==> config.mk <==
export PLATFORM = sky130hd
export DESIGN_NAME = mac_result_reader
export DESIGN_NICKNAME = d
export VERILOG_FILES = /design/src/rtl/cnn_mac_pkg.sv /design/src/rtl/mac_result_fifo.sv /design/src/rtl/mac_result_reader.sv
export SDC_FILE = /design/constraint.sdc
export NUM_CORES = 1
export LEC_CHECK = 0
export CORE_ASPECT_RATIO = 2
export CORE_MARGIN = 4
export CORE_UTILIZATION = 30
export DETAILED_ROUTE_END_ITERATION = 7
export MAX_ROUTING_LAYER = met4
export PLACE_DENSITY = 0.54
export SLEW_MARGIN = 20
export SYNTH_ARGS = -nofsm -noshare
export SYNTH_HDL_FRONTEND = slang
export SYNTH_HIERARCHICAL = 1
export SYNTH_SLANG_ARGS = --single-unit
export TNS_END_PERCENT = 20
==> constraint.sdc <==
create_clock -name clk -period 2.8 [get_ports clk]
set_clock_uncertainty 0.05 [all_clocks]
set_input_delay 0.56 -clock clk [delete_from_list [all_inputs] [get_ports clk]]
set_output_delay 0.56 -clock clk [all_outputs]
set_load 0.05 [all_outputs]
==> src/rtl/cnn_mac_pkg.sv <==
// Shared definitions for multiply_acc users: default MAC pipeline depth and accumulator sizing.
// ACC_WIDTH gives the exact accumulator width for a given pair of operand widths.
package cnn_mac_pkg;

  localparam int MAC_LATENCY_DEF = 5;

  function automatic int ACC_WIDTH(input int img_w, input int ker_w);
    return img_w + ker_w + 1;
  endfunction

  localparam int ACC_WIDTH_DEF = ACC_WIDTH(16, 16);

  typedef logic [ACC_WIDTH_DEF-1:0] acc_word_t;

endpackage

==> src/rtl/mac_result_fifo.sv <==
// Synchronous FIFO with a registered head word, DEPTH x WIDTH.
// head_dat_o is valid whenever empty_o is low; entries behind the head sit in a circular buffer.
module mac_result_fifo #(
  parameter int DEPTH = 4,
  parameter int WIDTH = 33
) (
  input  logic                       clk,
  input  logic                       rst_n,
  input  logic                       push_i,
  input  logic [WIDTH-1:0]           push_dat_i,
  input  logic                       pop_i,
  output logic [WIDTH-1:0]           head_dat_o,
  output logic                       empty_o,
  output logic [$clog2(DEPTH+1)-1:0] count_o
);

  localparam int PW = $clog2(DEPTH);
  localparam int CW = $clog2(DEPTH + 1);

  logic [WIDTH-1:0] mem_q [DEPTH];
  logic [PW-1:0]    wr_ptr_q, wr_ptr_d;
  logic [PW-1:0]    rd_ptr_q, rd_ptr_d;
  logic [CW-1:0]    mem_cnt_q, mem_cnt_d;
  logic [WIDTH-1:0] head_q, head_d;
  logic             head_vld_q, head_vld_d;

  logic pop, head_free, mem_empty, load_mem, load_push, write_mem;

  always_comb begin
    pop        = pop_i && head_vld_q;
    head_free  = !head_vld_q || pop;
    mem_empty  = (mem_cnt_q == '0);
    load_mem   = head_free && !mem_empty;
    // A push into an idle head bypasses the buffer, so a pop+push at occupancy 1 has no bubble.
    load_push  = head_free && mem_empty && push_i;
    write_mem  = push_i && !load_push;

    head_d     = head_q;
    head_vld_d = head_vld_q;
    if (load_mem) begin
      head_d     = mem_q[rd_ptr_q];
      head_vld_d = 1'b1;
    end else if (load_push) begin
      head_d     = push_dat_i;
      head_vld_d = 1'b1;
    end else if (pop) begin
      head_vld_d = 1'b0;
    end

    wr_ptr_d  = write_mem ? wr_ptr_q + PW'(1) : wr_ptr_q;
    rd_ptr_d  = load_mem ? rd_ptr_q + PW'(1) : rd_ptr_q;
    mem_cnt_d = mem_cnt_q + CW'(write_mem) - CW'(load_mem);
  end

  always_ff @(posedge clk or negedge rst_n) begin
    if (!rst_n) begin
      wr_ptr_q   <= '0;
      rd_ptr_q   <= '0;
      mem_cnt_q  <= '0;
      head_q     <= '0;
      head_vld_q <= 1'b0;
    end else begin
      wr_ptr_q   <= wr_ptr_d;
      rd_ptr_q   <= rd_ptr_d;
      mem_cnt_q  <= mem_cnt_d;
      head_q     <= head_d;
      head_vld_q <= head_vld_d;
    end
  end

  always_ff @(posedge clk) begin
    if (write_mem) begin
      mem_q[wr_ptr_q] <= push_dat_i;
    end
  end

  assign head_dat_o = head_q;
  assign empty_o    = !head_vld_q;
  assign count_o    = mem_cnt_q + CW'(head_vld_q);

endmodule

==> src/rtl/mac_result_reader.sv <==
// Turns group-end markers plus the free-running MAC accumulator into per-group sums on a valid/ready stream.
// Optional MAC_READER_RELU_EN clamps negative group sums to zero; MAC_LATENCY must be >= 2.
module mac_result_reader
  import cnn_mac_pkg::*;
#(
  parameter int IMG_WIDTH   = 16,
  parameter int KER_WIDTH   = 16,
  parameter int MAC_LATENCY = MAC_LATENCY_DEF,
  parameter int FIFO_DEPTH  = 4
) (
  input  logic                                      clk,
  input  logic                                      rst,
  input  logic                                      issue_last,
  output logic                                      issue_rdy,
  input  logic [ACC_WIDTH(IMG_WIDTH, KER_WIDTH)-1:0] mac_result,
  output logic [ACC_WIDTH(IMG_WIDTH, KER_WIDTH)-1:0] out_data,
  output logic                                      out_val,
  input  logic                                      out_rdy
);

  localparam int              AW      = ACC_WIDTH(IMG_WIDTH, KER_WIDTH);
  localparam int              CW      = $clog2(FIFO_DEPTH + 1);
  localparam logic [CW-1:0]   DEPTH_C = CW'(FIFO_DEPTH);

  logic [MAC_LATENCY-1:0] mark_q, mark_d;
  logic [AW-1:0]          prev_q, prev_d;
  logic [CW-1:0]          outst_q, outst_d;
  logic [AW-1:0]          delta, push_dat;
  logic [CW-1:0]          fifo_count;
  logic                   accept, strobe, pop, fifo_empty;

  // Credit covers markers still in the delay line, so the FIFO can never overflow on a strobe.
  assign issue_rdy = outst_q < DEPTH_C;
  assign accept    = issue_last && issue_rdy;
  assign strobe    = mark_q[MAC_LATENCY-1];
  assign out_val   = !fifo_empty;
  assign pop       = out_val && out_rdy;

  always_comb begin
    mark_d = {mark_q[MAC_LATENCY-2:0], accept};
    prev_d = strobe ? mac_result : prev_q;
    delta  = mac_result - prev_q;
`ifdef MAC_READER_RELU_EN
    push_dat = delta[AW-1] ? '0 : delta;
`else
    push_dat = delta;
`endif
    outst_d = outst_q;
    if (accept && !pop) begin
      outst_d = outst_q + CW'(1);
    end else if (!accept && pop) begin
      outst_d = outst_q - CW'(1);
    end
  end

  always_ff @(posedge clk or negedge rst) begin
    if (!rst) begin
      mark_q  <= '0;
      prev_q  <= '0;
      outst_q <= '0;
    end else begin
      mark_q  <= mark_d;
      prev_q  <= prev_d;
      outst_q <= outst_d;
    end
  end

  mac_result_fifo #(
    .DEPTH (FIFO_DEPTH),
    .WIDTH (AW)
  ) u_fifo (
    .clk        (clk),
    .rst_n      (rst),
    .push_i     (strobe),
    .push_dat_i (push_dat),
    .pop_i      (out_rdy),
    .head_dat_o (out_data),
    .empty_o    (fifo_empty),
    .count_o    (fifo_count)
  );

  push_never_full: assert property (@(posedge clk) disable iff (!rst)
    strobe |-> (fifo_count < DEPTH_C));

endmodule

-- Word level (Yosys, flattened, before mapping)
Memories as Yosys holds them, arrays and structs flattened.
Index checks and enable logic that the tools add are counted.
- bits in registers: 82
- memory bits (writable): 132
- input bits: 37
- memories: 1
- memory list (memory ; depth ; width ; read ports ; clocked after Yosys merged registers in ; write ports ; line ; text):
    u_fifo.mem_q ; 4 ; 33 ; 1 ; 0 ; 1 ; mac_result_fifo.sv:20 ; logic [WIDTH-1:0] mem_q [DEPTH];
- add/sub/neg operators: 7
- magnitude comparators: 1
- multiplexer cells: 9
- reduce and logical (&&, ||, !) cells: 18
- operator list (kind ; count):
    two-way mux 33 bit ; 2
    subtractor 33 bit ; 1
    logical AND 1 bit ; 8
    two-way mux 3 bit ; 2
    logical NOT 1 bit ; 5
    two-way mux 1 bit ; 5
    adder 2 x 1 -> 2 bit (second input constant) ; 2
    nonzero test 2 bit ; 2
    adder 3 x 1 -> 3 bit ; 1
    adder 3 x 1 -> 3 bit (second input constant) ; 1
    logical NOT 3 bit ; 1
    less-than comparator 3 bit (second input constant) ; 1
    nonzero test 3 bit ; 1
    subtractor 3 x 1 -> 3 bit ; 1
    subtractor 3 x 1 -> 3 bit (second input constant) ; 1
    logical OR 1 bit ; 1

-- Longest topological paths before layout
- word-level depth: 8
- mapped depth: 11
- depth with buffers taken out: 11

-- By module
The synthesis kept the hierarchy.
- modules (own cells, without submodules) (module ; instances ; cells an instance ; area an instance (um^2) ; sequential area each (um^2)):
    mac_result_fifo ; 1 ; 333 ; 6869.1 ; 4989.8
    mac_result_reader ; 1 ; 470 ; 3658.5 ; 1026.0

-- Worst setup path after synthesis
OpenSTA, ideal clock, no wires.
- path type: in2reg
- start point: input port mac_result[0]
- end point: register u_fifo.head_q[30], in the netlist u_fifo/head_dat_o[30]
- library setup time: 68 ps
- data arrival time: 2925 ps
- required time: 2682 ps
- setup slack: -242 ps
- cell stages on the path: 11
- cells stage by stage: inv_1 > ha_1 > fa_1 > nand2b_1 > a21oi_1 > o2111ai_1 > a31oi_1 > o211ai_1 > a221oi_1 > nand4b_1 > o221a_1
- cells in the longest elaborated chain, start to end: 3
- RTL lines (element ; line ; text):
    start: declaration ; mac_result_reader.sv:15 ; input logic [ACC_WIDTH(IMG_WIDTH, KER_WIDTH)-1:0] mac_result,
    subtractor 33 bit ; mac_result_reader.sv:42 ; delta = mac_result - prev_q;
    named net delta[30] ; mac_result_reader.sv:28 ; logic [AW-1:0] delta, push_dat;
    two-way mux 33 bit ; mac_result_fifo.sv:43 ; end else if (load_push) begin
    two-way mux 33 bit ; mac_result_fifo.sv:40 ; if (load_mem) begin
    end signal: assignment ; mac_result_fifo.sv:60 ; head_q <= '0;
    end signal: assignment ; mac_result_fifo.sv:66 ; head_q <= head_d;
    end: declaration ; mac_result_fifo.sv:24 ; logic [WIDTH-1:0] head_q, head_d;
The timed path passes the listed nets, and every way through them passes these cells. The select of a mux whose other input is x is not followed.
A chain may end at the register's enable or synchronous reset.

-- Worst setup path in the final report
- start point: register prev_q[13]
- end point: memory u_fifo.mem_q[2][28] (data pin)
- cells in the longest elaborated chain, start to end: 1
- RTL lines (element ; line ; text):
    start: declaration ; mac_result_reader.sv:26 ; logic [AW-1:0] prev_q, prev_d;
    start signal: assignment ; mac_result_reader.sv:63 ; prev_q <= prev_d;
    subtractor 33 bit ; mac_result_reader.sv:42 ;
    named net delta[28] ; mac_result_reader.sv:28 ;
    end: declaration ; mac_result_fifo.sv:20 ;
The timed path passes the listed nets, and every way through them passes these cells.

==> flow_summary.ini <==
[clock_tree]
cts_root_buffer = clkbuf_16
insertion_delay_ns = 0.50
cts_tree = done
clk_pin_slew_ns = 0.07
cts_sinks = 214
htree_levels = 1
numCtsBuffers = 20
clock_path_buffers = 3

[route]
wl_per_cell_um = 18.8
ant_nets = 0
vias = 7309
drcViolationCount = 0
drtPass1Iterations = 5
drt_iter0_drc = 318
via_per_inst = 4.95
drt-total-wl_mm = 27.7

[power]
p_leak_uw = 0.00548
irDropWorstVdd_mv = 0.516
p_per_area_mw_per_mm2 = 1280

[timing]
setup_tns_ns = 0
tightest_slew_ns = 0.677
fmaxAchievable_ghz = 0.365
slew_violations = 0
relSlewSlack_pct = 54.9
post-route-period-util_pct = 97.9
setup_viol = 0
fin_crit_ns = 2.74
hold_viol = 0

[synthesis]
yosysWarnings = 6
syn_area_per_cell_sq_um = 13.1
synth_cells = 800
netlist_area_sq_mm = 0.0105
syn-num-nets = 879

[setup_path]
worst-r2r-setup-slack_ns = 0.06
crit_type = flop to flop
required_ns = 3.00
cp_max_fo = 6
critPathCaptureType = flop
start_kind = flop
crit_arrival_ns = 2.94

[floorplan]
num_io_pins = 72
fp-row-count = 96
initial_core_util_pct = 30.4
core_area_sq_mm = 0.0345
die_h_um = 272
dieArea_sq_mm = 0.0382
fp.dieW_um = 140

[layout]
nets = 1101
final_util_pct = 41.1
drive_gt1_share_pct = 31.4
area_delta_synth_final_pct = 35.1
fill_cells = 3233
diodes = 0
instances_no_fill = 1477
fin_area_sq_mm = 0.0142
layout.area.seq_sq_mm = 0.00602
multi_input_area_sq_mm = 0.00458

[grt]
overflow = 0
grt_usage_pct = 14.8
antenna_found_initial = 0
grt_max_degree = 52
grt_pass1_vias = 7777
grt_pass1_wl_mm = 43.5

[placement]
dp_cells = 1424
routabilityCongestion = 0.868
hpwl_mm = 19.7
portBuffers = 71
place_area_sq_mm = 0.0129

[status]
outcome = finished clean

[worst_hold_path]
hold_class = primary input to asynchronous set/reset pin

[run]
cap_violations = 0
area by class of cell:
cell class	instances	share of cell area, %
clock buffer	25	3.81
clock inverter	11	0.998
inverter	57	1.51
multi-input combinational	486	32.3
sequential	214	42.5
tap	441	3.89
timing repair buffer	243	15.0
flip-flops by register name (all words and copies together), names as in the netlist:
register	cells
u_fifo/head_vld_q	1
u_fifo/rd_ptr_q	2
u_fifo/mem_q	132
prev_q	33
u_fifo/mem_cnt_q	3
u_fifo/head_dat_o	33
mark_q	5
u_fifo/wr_ptr_q	2
outst_q	3
timing repair:
item | in CTS | in global routing
hold buffers | 0 | 0
endpoints found under the hold margin | 0 | 0
pin swaps | 26 | 23
endpoints found under the setup margin | 52 | 48
setup buffers | 12 | 6
resized for setup | 51 | 47
path summary, 6_finish.rpt:
| check | start | to | depth (start not counted) |
|---|---|---|---|
| setup reg to reg | prev_q[13] | u_fifo/mem_q[2][28] | 13 |
| setup / recovery | prev_q[13] | u_fifo/mem_q[2][28] | 13 |
| max in group asynchronous | rst | mark_q[4] | 2 |
| min in group clk | mark_q[1] | mark_q[2] | 0 |
| hold / removal | rst | u_fifo/head_dat_o[23] | 1 |
| hold reg to reg | mark_q[1] | mark_q[2] | 0 |
through the flow:
stage          setup WS (ns)  hold WS, ns  total power (uW)
2_1_floorplan        -0.0183        0.214             10800
3_3_place_gp          -0.778        0.286             14400
3_5_place_dp          -0.817        0.286             14500
4_1_cts              -0.0396       0.0640             17900
5_1_grt              -0.0280       0.0701             19200
6_report              0.0592       0.0315             18100
worst max-delay path, cell delays in order (launching register included):
cell and delay, ns:
dfrtp_1 0.36, inv_1 0.11, ha_4 0.22, buf_4 0.17, a21oi_1 0.19, o21ai_2 0.10, a21oi_1 0.13, o211ai_1 0.22
buf_4 0.22, nor4_4 0.25, a2111oi_4 0.08, buf_4 0.15, buf_4 0.12, buf_4 0.13
placed cells by master, fill, tap and decap left out, types with 5 or more instances in the layout:
cell type / instances
o221a_1: 30
ha_4: 16
o211ai_1: 10
buf_4: 163
dfrtp_1: 80
nand3_1: 8
and3_1: 6
o21ai_0: 40
clkbuf_16: 21
nand4_1: 10
and2_1: 10
xnor2_2: 5
a21oi_1: 25
buf_12: 9
inv_1: 53
nor2_1: 32
clkdlybuf4s50_1: 49
a21o_1: 8
xor2_1: 5
dlygate4sd2_1: 10
edfxtp_1: 132
nand4b_1: 33
nand2_1: 59
mux4_2: 33
dlymetal6s2s_1: 11
ha_1: 21
o21a_1: 6
xnor2_1: 17
o21ai_1: 7
nor3_1: 9
power by group:
part	leakage [uW]	switching, uW	total, uW	internal [uW]
clock network	0.000318	1200	2860	1660
logic	0.00300	5240	9800	4560
registers	0.00216	443	5440	5000
metal layers:
| metal | part of all wire, % | global-route usage, % |
|---|---|---|
| met1 | 37 | 15.5 |
| met2 | 57 | 28.3 |
| met3 | 2.8 | 1.24 |
| met4 | 3.6 | 5.77 |
| met5 | 0 | - |
(Power assumes the default switching activity.)
==> edit (same flow settings) <==
Build with the macro `MAC_READER_RELU_EN` defined.
--- a/src/rtl/mac_result_reader.sv
+++ b/src/rtl/mac_result_reader.sv
@@ -2,2 +2,4 @@
 // Optional MAC_READER_RELU_EN clamps negative group sums to zero; MAC_LATENCY must be >= 2.
+`define MAC_READER_RELU_EN
+
 module mac_result_reader
Formal check against the unedited RTL: not equivalent (a bounded check fails within 10 cycles, from zero or initial values and one cycle with rst low).
==> edit against the original RTL <==
  * The flow now finishes with violations (negative setup slack)
  * Count of clock-buffer cells in the layout is 2 higher
  * Routed wire length shrank 6.3%
  * Clock power down 8.7%
  * Total power up 6.8%
  * Final area fell by 1.4%
  * Core utilization increased by 0.41 points
  * Area after synthesis decreased by 2.5%
  * Sequential share of layout area rose by 0.62 points
  * Sequential cell count unchanged
  * Setup slack got worse by 600 ps
  * Worst hold slack better by 250 ps
  * Critical path type unchanged
  * Critical endpoint is now u_fifo/head_dat_o[20]
  * Largest cell class unchanged
==> edit: results (changes against the original RTL) <==
* Status: complete, but fails checks
* Failing checks: negative setup slack
* Worst slew pin tran at 554 ps (-123 ps)
* Reg-to-reg critical path startpoint: prev_q[6]
* Hold Crit Start: mac_result[22]
* Vias per cell at 4.75 (-3.9%)
* Psw at 0.00735 W (+6.9%)
* Total CTS buffers at 21 (+5.0%)
* Max reg flops at 132 (unchanged)
* 1st-pass router iterations at 4 (-1)
* CP arrival at 3670 ps (+730 ps)
* Worst-skew pair later-pin latency at 500 ps (about the same)
* Critical R2R Capture: u_fifo/head_dat_o[20]
* HPWL after DPL at 17.7 mm (-10%)
* Initial antenna violation count at 0 (unchanged)
* All-Layer GR Usage at 0.140 (-0.00798)
* Reg clk slew, reported paths at approximately 60 ps
* Final worst setup slack at -537 ps (-596 ps)
* Layout cells sized above 1 at 0.325 (+0.0117)
* First-pass GRT wire length at 40.6 mm (-6.6%)
* P_leak at 5.38 nW (-1.8%)
* DRT iter0 DRCs at 322 (+1.3%)
* Worst hold path type: input port to flip-flop
* Vias in the first global route at 7415 (-4.7%)
* N_diodes at 0 (unchanged)
* Hold path cells at 3
* Nets@finish at 1073 (-2.5%)
* GPL Wtd Cong at 0.869 (about the same)
* Ys Warns at 6 (unchanged)
* Worst hold margin at 279 ps (+248 ps)
* Root buf cell: clkbuf_16
* Biggest register: u_fifo/mem_q
* Reg2reg path depth at 16 (+3)
* Pin count of the biggest net entering global routing at 60 (+15%)
* CP max FO at 5 (-1)
* WL per Instance at 18.0 µm (-4.2%)
* Setup Viol. Count Final at 160 (+160)
* Clock Path Buffers at 3 (unchanged)
* # H-tree levels at 1 (unchanged)
* Worst Hold End: prev_q[22]
* Maximum vdd drop at 0.463 mV (-10%)
* Port Buffers at 71 (unchanged)
==> edit: power groups by stage <==
stage / clock network, W / logic (W) / registers (W)
finish: 0.00261 / 0.0113 / 0.00544
global route: 0.00283 / 0.0122 / 0.00553
CTS: 0.00269 / 0.0105 / 0.00545
detailed placement: 0 / 0.00950 / 0.00551
global placement: 0 / 0.00937 / 0.00548
floorplan: 0 / 0.00512 / 0.00619
==> edit: critical path, stage by stage, from the launching register on <==
cell	delay (ps)
dfrtp_1	370
inv_2	70
ha_4	200
o21a_1	160
o21a_1	180
and4_4	160
a21o_1	230
a211oi_2	290
nor2_2	90
a311o_2	430
xnor2_4	210
buf_12	150
buf_12	140
buf_8	110
nor2_4	40
nand4b_1	190
o221a_2	160
==> edit: per-stage QoR <==
step / power (W) / cell area, µm² / setup WS (ps) / std cells / setup TNS (ps)
5_1_grt: 0.0205 / 14000 / -637 / 1444 / -71400
3_5_place_dp: 0.0150 / 12700 / -1240 / 1370 / -165700
4_1_cts: 0.0187 / 13600 / -545 / 1430 / -56200
3_3_place_gp: 0.0149 / 12700 / -1190 / 1370 / -160130
2_1_floorplan: 0.0113 / 10400 / -269 / 757 / -22590
6_report: 0.0193 / 14000 / -537 / 1444 / -58260
==> edit: timing repair <==
action / in CTS / in global routing
setup buffers: 25 / 20
gates cloned: 2 / 1
endpoints found under the hold margin: 25 / 0
resized for setup: 51 / 57
hold buffers: 1 / 0
endpoints found under the setup margin: 160 / 160
pin swaps: 11 / 24
==> edit: final cells by class <==
class	instances	area, µm²
Sequential cell	214	6020
Tap cell	436	546
Inverter	52	203
Timing Repair Buffer	254	2360
Clock inverter	10	61.3
Multi-Input combinational cell	451	4220
Fill cell	3165	19700
Clock buffer	27	558
==> edit: how the worst max path moves through the flow <==
stage / startpoint / end / slack [ps] / cells after the start
detailed placement: mac_result[0] / u_fifo/head_dat_o[7] / -1240 / 17
global placement: mac_result[0] / u_fifo/head_dat_o[7] / -1190 / 17
finish: prev_q[6] / u_fifo/head_dat_o[20] / -540 / 16
CTS: prev_q[6] / u_fifo/head_dat_o[16] / -540 / 16
global route: prev_q[4] / u_fifo/head_dat_o[25] / -640 / 17
floorplan: mac_result[6] / u_fifo/head_dat_o[21] / -270 / 13
==> edit: metal layers <==
layer	up-vias	GRT usage	routed length [µm]
li1	3300	-	-
met1	3432	0.141	9600
met2	95	0.277	15000
met3	38	0.0129	631
met4	0	0.0471	748
met5	-	-	0
